`config.mk`:
```
export PLATFORM = sky130hd
export DESIGN_NAME = fifo_stream_adapter
export DESIGN_NICKNAME = d
export VERILOG_FILES = /design/src/rtl/fifo_stream_adapter.sv
export SDC_FILE = /design/constraint.sdc
export NUM_CORES = 1
export LEC_CHECK = 0
export ABC_AREA = 1
export CAP_MARGIN = 10
export CORE_UTILIZATION = 45
export CTS_CLUSTER_SIZE = 10
export DETAILED_ROUTE_END_ITERATION = 7
export PLACE_DENSITY = 0.79
export SYNTH_ARGS = -nofsm -noshare
export SYNTH_HDL_FRONTEND = slang
export SYNTH_SLANG_ARGS = --single-unit
```
`constraint.sdc`:
```
create_clock -name clk_i -period 3.1 [get_ports clk_i]
set_clock_uncertainty 0.15 [all_clocks]
set_input_delay 0.62 -clock clk_i [delete_from_list [all_inputs] [get_ports clk_i]]
set_output_delay 0.62 -clock clk_i [all_outputs]
set_load 0.01 [all_outputs]
```
`src/rtl/fifo_stream_adapter.sv`:
```
// Read-side adapter: drains a 1-cycle-latency synchronous FIFO into a burst-framed valid/ready stream.
// Define FIFO_ADAPT_CKSUM_EN to append an XOR checksum beat after every burst of BURST_LEN data beats.
module fifo_stream_adapter #(
    parameter int unsigned DATA_W    = 32,
    parameter int unsigned BURST_LEN = 8
) (
    input  logic              clk_i,
    input  logic              rst_ni,
    input  logic              fifo_empty_i,
    input  logic [DATA_W-1:0] fifo_dout_i,
    output logic              fifo_read_o,
    output logic              m_valid_o,
    input  logic              m_ready_i,
    output logic [DATA_W-1:0] m_data_o,
    output logic              m_last_o,
    output logic [7:0]        burst_cnt_o
);

    localparam int unsigned       WCNT_W    = (BURST_LEN > 1) ? $clog2(BURST_LEN) : 1;
    localparam logic [WCNT_W-1:0] WCNT_LAST = WCNT_W'(BURST_LEN - 1);

    logic [DATA_W-1:0] buf_q [2];
    logic [DATA_W-1:0] buf_d [2];
    logic [1:0]        occ_q, occ_d;
    logic              inflight_q;
    logic [WCNT_W-1:0] wcnt_q, wcnt_d;
    logic [7:0]        burst_cnt_q, burst_cnt_d;

    logic              in_data;
    logic              pop;
    logic              last_data;
    logic              burst_done;
    logic              wr_idx;
    logic [2:0]        level;

    assign pop       = in_data && (occ_q != 2'd0) && m_ready_i;
    assign last_data = (wcnt_q == WCNT_LAST);

    // Words held after this cycle: buffered + returning - leaving; read only if it stays below 2.
    assign level       = 3'(occ_q) + 3'(inflight_q) - 3'(pop);
    assign fifo_read_o = rst_ni && !fifo_empty_i && (level < 3'd2);

    // Returning word lands behind whatever survives this cycle's pop.
    assign wr_idx = pop ? (occ_q == 2'd2) : (occ_q == 2'd1);

`ifdef FIFO_ADAPT_CKSUM_EN
    typedef enum logic {
        ST_DATA  = 1'b0,
        ST_CKSUM = 1'b1
    } state_e;

    state_e            state_q;
    logic [DATA_W-1:0] cksum_q;

    assign in_data    = (state_q == ST_DATA);
    assign m_valid_o  = in_data ? (occ_q != 2'd0) : 1'b1;
    assign m_data_o   = in_data ? buf_q[0] : cksum_q;
    assign m_last_o   = !in_data;
    assign burst_done = !in_data && m_ready_i;

    // Burst framing FSM with running XOR of accepted data words.
    always_ff @(posedge clk_i) begin
        if (!rst_ni) begin
            state_q <= ST_DATA;
            cksum_q <= '0;
        end else begin
            case (state_q)
                ST_DATA: begin
                    if (pop) begin
                        cksum_q <= cksum_q ^ buf_q[0];
                        if (last_data) begin
                            state_q <= ST_CKSUM;
                        end
                    end
                end
                ST_CKSUM: begin
                    if (m_ready_i) begin
                        cksum_q <= '0;
                        state_q <= ST_DATA;
                    end
                end
            endcase
        end
    end
`else
    assign in_data    = 1'b1;
    assign m_valid_o  = (occ_q != 2'd0);
    assign m_data_o   = buf_q[0];
    assign m_last_o   = m_valid_o && last_data;
    assign burst_done = pop && last_data;
`endif

    always_comb begin
        buf_d       = buf_q;
        occ_d       = 2'(level);
        wcnt_d      = wcnt_q;
        burst_cnt_d = burst_cnt_q;
        if (pop) begin
            buf_d[0] = buf_q[1];
            wcnt_d   = last_data ? '0 : wcnt_q + WCNT_W'(1);
        end
        if (inflight_q) begin
            buf_d[wr_idx] = fifo_dout_i;
        end
        if (burst_done) begin
            burst_cnt_d = burst_cnt_q + 8'd1;
        end
    end

    // A word in flight at reset is dropped by clearing inflight_q.
    always_ff @(posedge clk_i) begin
        if (!rst_ni) begin
            buf_q[0]    <= '0;
            buf_q[1]    <= '0;
            occ_q       <= '0;
            inflight_q  <= 1'b0;
            wcnt_q      <= '0;
            burst_cnt_q <= '0;
        end else begin
            buf_q       <= buf_d;
            occ_q       <= occ_d;
            inflight_q  <= fifo_read_o;
            wcnt_q      <= wcnt_d;
            burst_cnt_q <= burst_cnt_d;
        end
    end

    assign burst_cnt_o = burst_cnt_q;

endmodule

```
==> impl_metrics.ini <==
[worst_setup_path]
critPathCaptureType = primary output
startpoint_type = register
arrival_ns = 2.27
crit_fanout = 2
critPathRequiredTime_ns = 2.33
critPathKind = reg -> out

[cts]
ctsHoldBuffers = 0
cts_tree = done
cts_max_path_buffers = 2
clkSlewWorstSetupHoldPaths_ns = 0.08
numClockSinks = 78
h-tree-depth = 3
cts_root_buf = clkbuf_8
clock_latency_ns = 0.34
cts_buffers = 9

[final_layout]
fin_cells = 636
final_nets = 571
antenna_cells = 0
drive_gt1_share_pct = 10.1
fin_area_um2 = 4500
syn_to_final_growth_pct = 24.8

[synthesis]
yosysWarnings = 0
synth_area_um2 = 3600
netlist_instances = 485
synthDistinctLibCells = 26
synth_top_family_by_area = compound AO/OA/AOI/OAI gates
synthAdderAreaFrac_pct = 2.29
yosysSeqAreaShare_pct = 43.3
synth-simple-area-share_pct = 17.4
synth-edff-count = 0
synth_seq_cells = 78
synth-compound-area-share_pct = 20.2
synth_top_area_cell = dfxtp_1
ys_async_sr_fraction_pct = 0
synth-main-ff-cell = dfxtp_1
synth_most_common_cell = nor2_1
synth.area.mux_share_pct = 0
avgSynthCellArea_um2 = 7.43
synth_fp_nets = 527
synth_top_area_share_pct = 43.3
synth_xor_area_share_pct = 0.486
synthTopCellsByArea = dfxtp_1, o21ai_0, nor2_1, buf_4, nand2_1
ys_top_cells_by_count = nor2_1, dfxtp_1, o21ai_0

[pwr]
powerDensity_nw_per_um2 = 802
power_frac_comb_pct = 37.1
p_int_mw = 2.44
leakage_nw = 1.70
pwr-share-clk_pct = 26.0
power.switching_mw = 1.16
swShare_pct = 32.3
peakVddDrop_v = 0.000655
seqPwrFrac_pct = 36.9

[detailed_routing]
remaining_drc_errors = 0
drt_pass1_iterations = 5
wire_per_inst_um = 11.7
drt_iter0_markers = 132
ant_nets = 0
viasPerCell = 4.86
num_vias = 3093
finalWirelength_mm = 7.42

[sta]
relSlewSlack_pct = 51.4
layout_min_cycle_time_ns = 3.04
drv_slew = 0
clock.fmax_mhz = 328
hold_viol_final = 0
period_share_pct = 98.2
worstMarginPinSlew_ns = 0.729
setup_viol = 0

[worst_hold_path]
hold_path_class = reg -> reg

[grt]
grt_pass1_wl_mm = 12.4
grt_pass1_vias = 2934
grt_start_max_net_pins = 75
antenna_found_initial = 0
gr-total-overflow = 0
grt_util_all_layers_pct = 18.3

[floorplan]
die_area_um2 = 8370
core_region_area_um2 = 7730
placement_rows = 32
initial_utilization_pct = 46.6
io_pins = 79
chipHeight_um = 91.5
fp.dieW_um = 91.5

[job]
drv_cap = 0

[run_status]
outcome = finished clean

[placed_design]
port_buffers = 78
placed_cell_area_um2 = 4180
gp_congestion = 0.746
place_hpwl_mm = 4.79
dp.cells = 615
metrics by stage:
stage | hold slack [ns] | setup TNS [ns] | setup slack (ns) | util (%) | power, mW
finish | 0.301 | 0 | 0.0553 | 58.2 | 3.60
global placement | 0.284 | -0.641 | -0.641 | 54.1 | 2.56
floorplan | 0.275 | 0 | 0.183 | - | 2.31
global route | 0.327 | -0.0157 | -0.0157 | 58.2 | 3.83
detailed placement | 0.292 | -0.685 | -0.685 | 54.1 | 2.61
CTS | 0.302 | 0 | 0.000485 | 57.7 | 3.57
cell families after synthesis:
logic type	Yosys count
flip-flops	78
AND/OR/NAND/NOR	149
AO/OA/AOI/OAI	140
adder cells (fa/ha/maj)	6
buffers and inverters	110
XOR/XNOR	2
what timing repair did:
item                                    in CTS  in global routing
buffers inserted                             2                  3
gates resized for setup                     11                  5
endpoints found under the setup margin       1                  1
pin swaps                                    2                  4
cells in the final DEF (no fill, tap or decap), types with 4 or more instances in the layout:
cell / synthesis / routed
a21oi_1: 37 / 37
clkdlybuf4s50_1: 0 / 75
nor2_1: 79 / 78
nand2_1: 55 / 55
inv_1: 49 / 48
dfxtp_1: 78 / 78
o21ai_0: 73 / 73
buf_4: 36 / 14
clkbuf_8: 0 / 11
o21ai_2: 6 / 6
o21ai_1: 23 / 23
nand3_1: 4 / 4
final timing paths:
check	start	to	slack [ns]	cells after the start
hold / removal	register	register	0.30	2
setup / recovery	occ_q[0]	fifo_read_o	0.06	8
hold reg to reg	register	register	0.30	2
setup reg to reg	occ_q[0]	inflight_q	0.92	8
final cells by class:
type | instances | area, um2
clock inverters | 3 | 90.1
clock buffers | 13 | 159
flip-flops and latches | 78 | 1560
well taps | 102 | 128
fillers | 704 | 3230
inverters | 51 | 191
multi-input cells | 297 | 1500
repair buffers | 92 | 871
metal layers:
layer,GRT usage [%],up-vias,share of wire (%)
met1,20.3,1415,45
met2,33.5,70,50
met5,0,-,0
met4,8.33,0,0.46
met3,3.60,6,4.3
li1,-,1602,-
power by group through the flow:
stage	registers [mW]	logic [mW]	clock network, mW
2_1_floorplan	1.33	0.985	0
3_3_place_gp	1.34	1.22	0
3_5_place_dp	1.35	1.26	0
4_1_cts	1.33	1.29	0.954
5_1_grt	1.35	1.48	0.995
6_report	1.33	1.34	0.937
critical path, stage by stage (launching register included):
cell and delay, ns:
dfxtp_1 0.39, nor2_4 0.07, nor2_4 0.13, ha_4 0.21
inv_1 0.05, ha_2 0.18, fa_2 0.46, nor4_2 0.27
buf_2 0.17
Note: power is estimated with default switching activity, not from simulation.
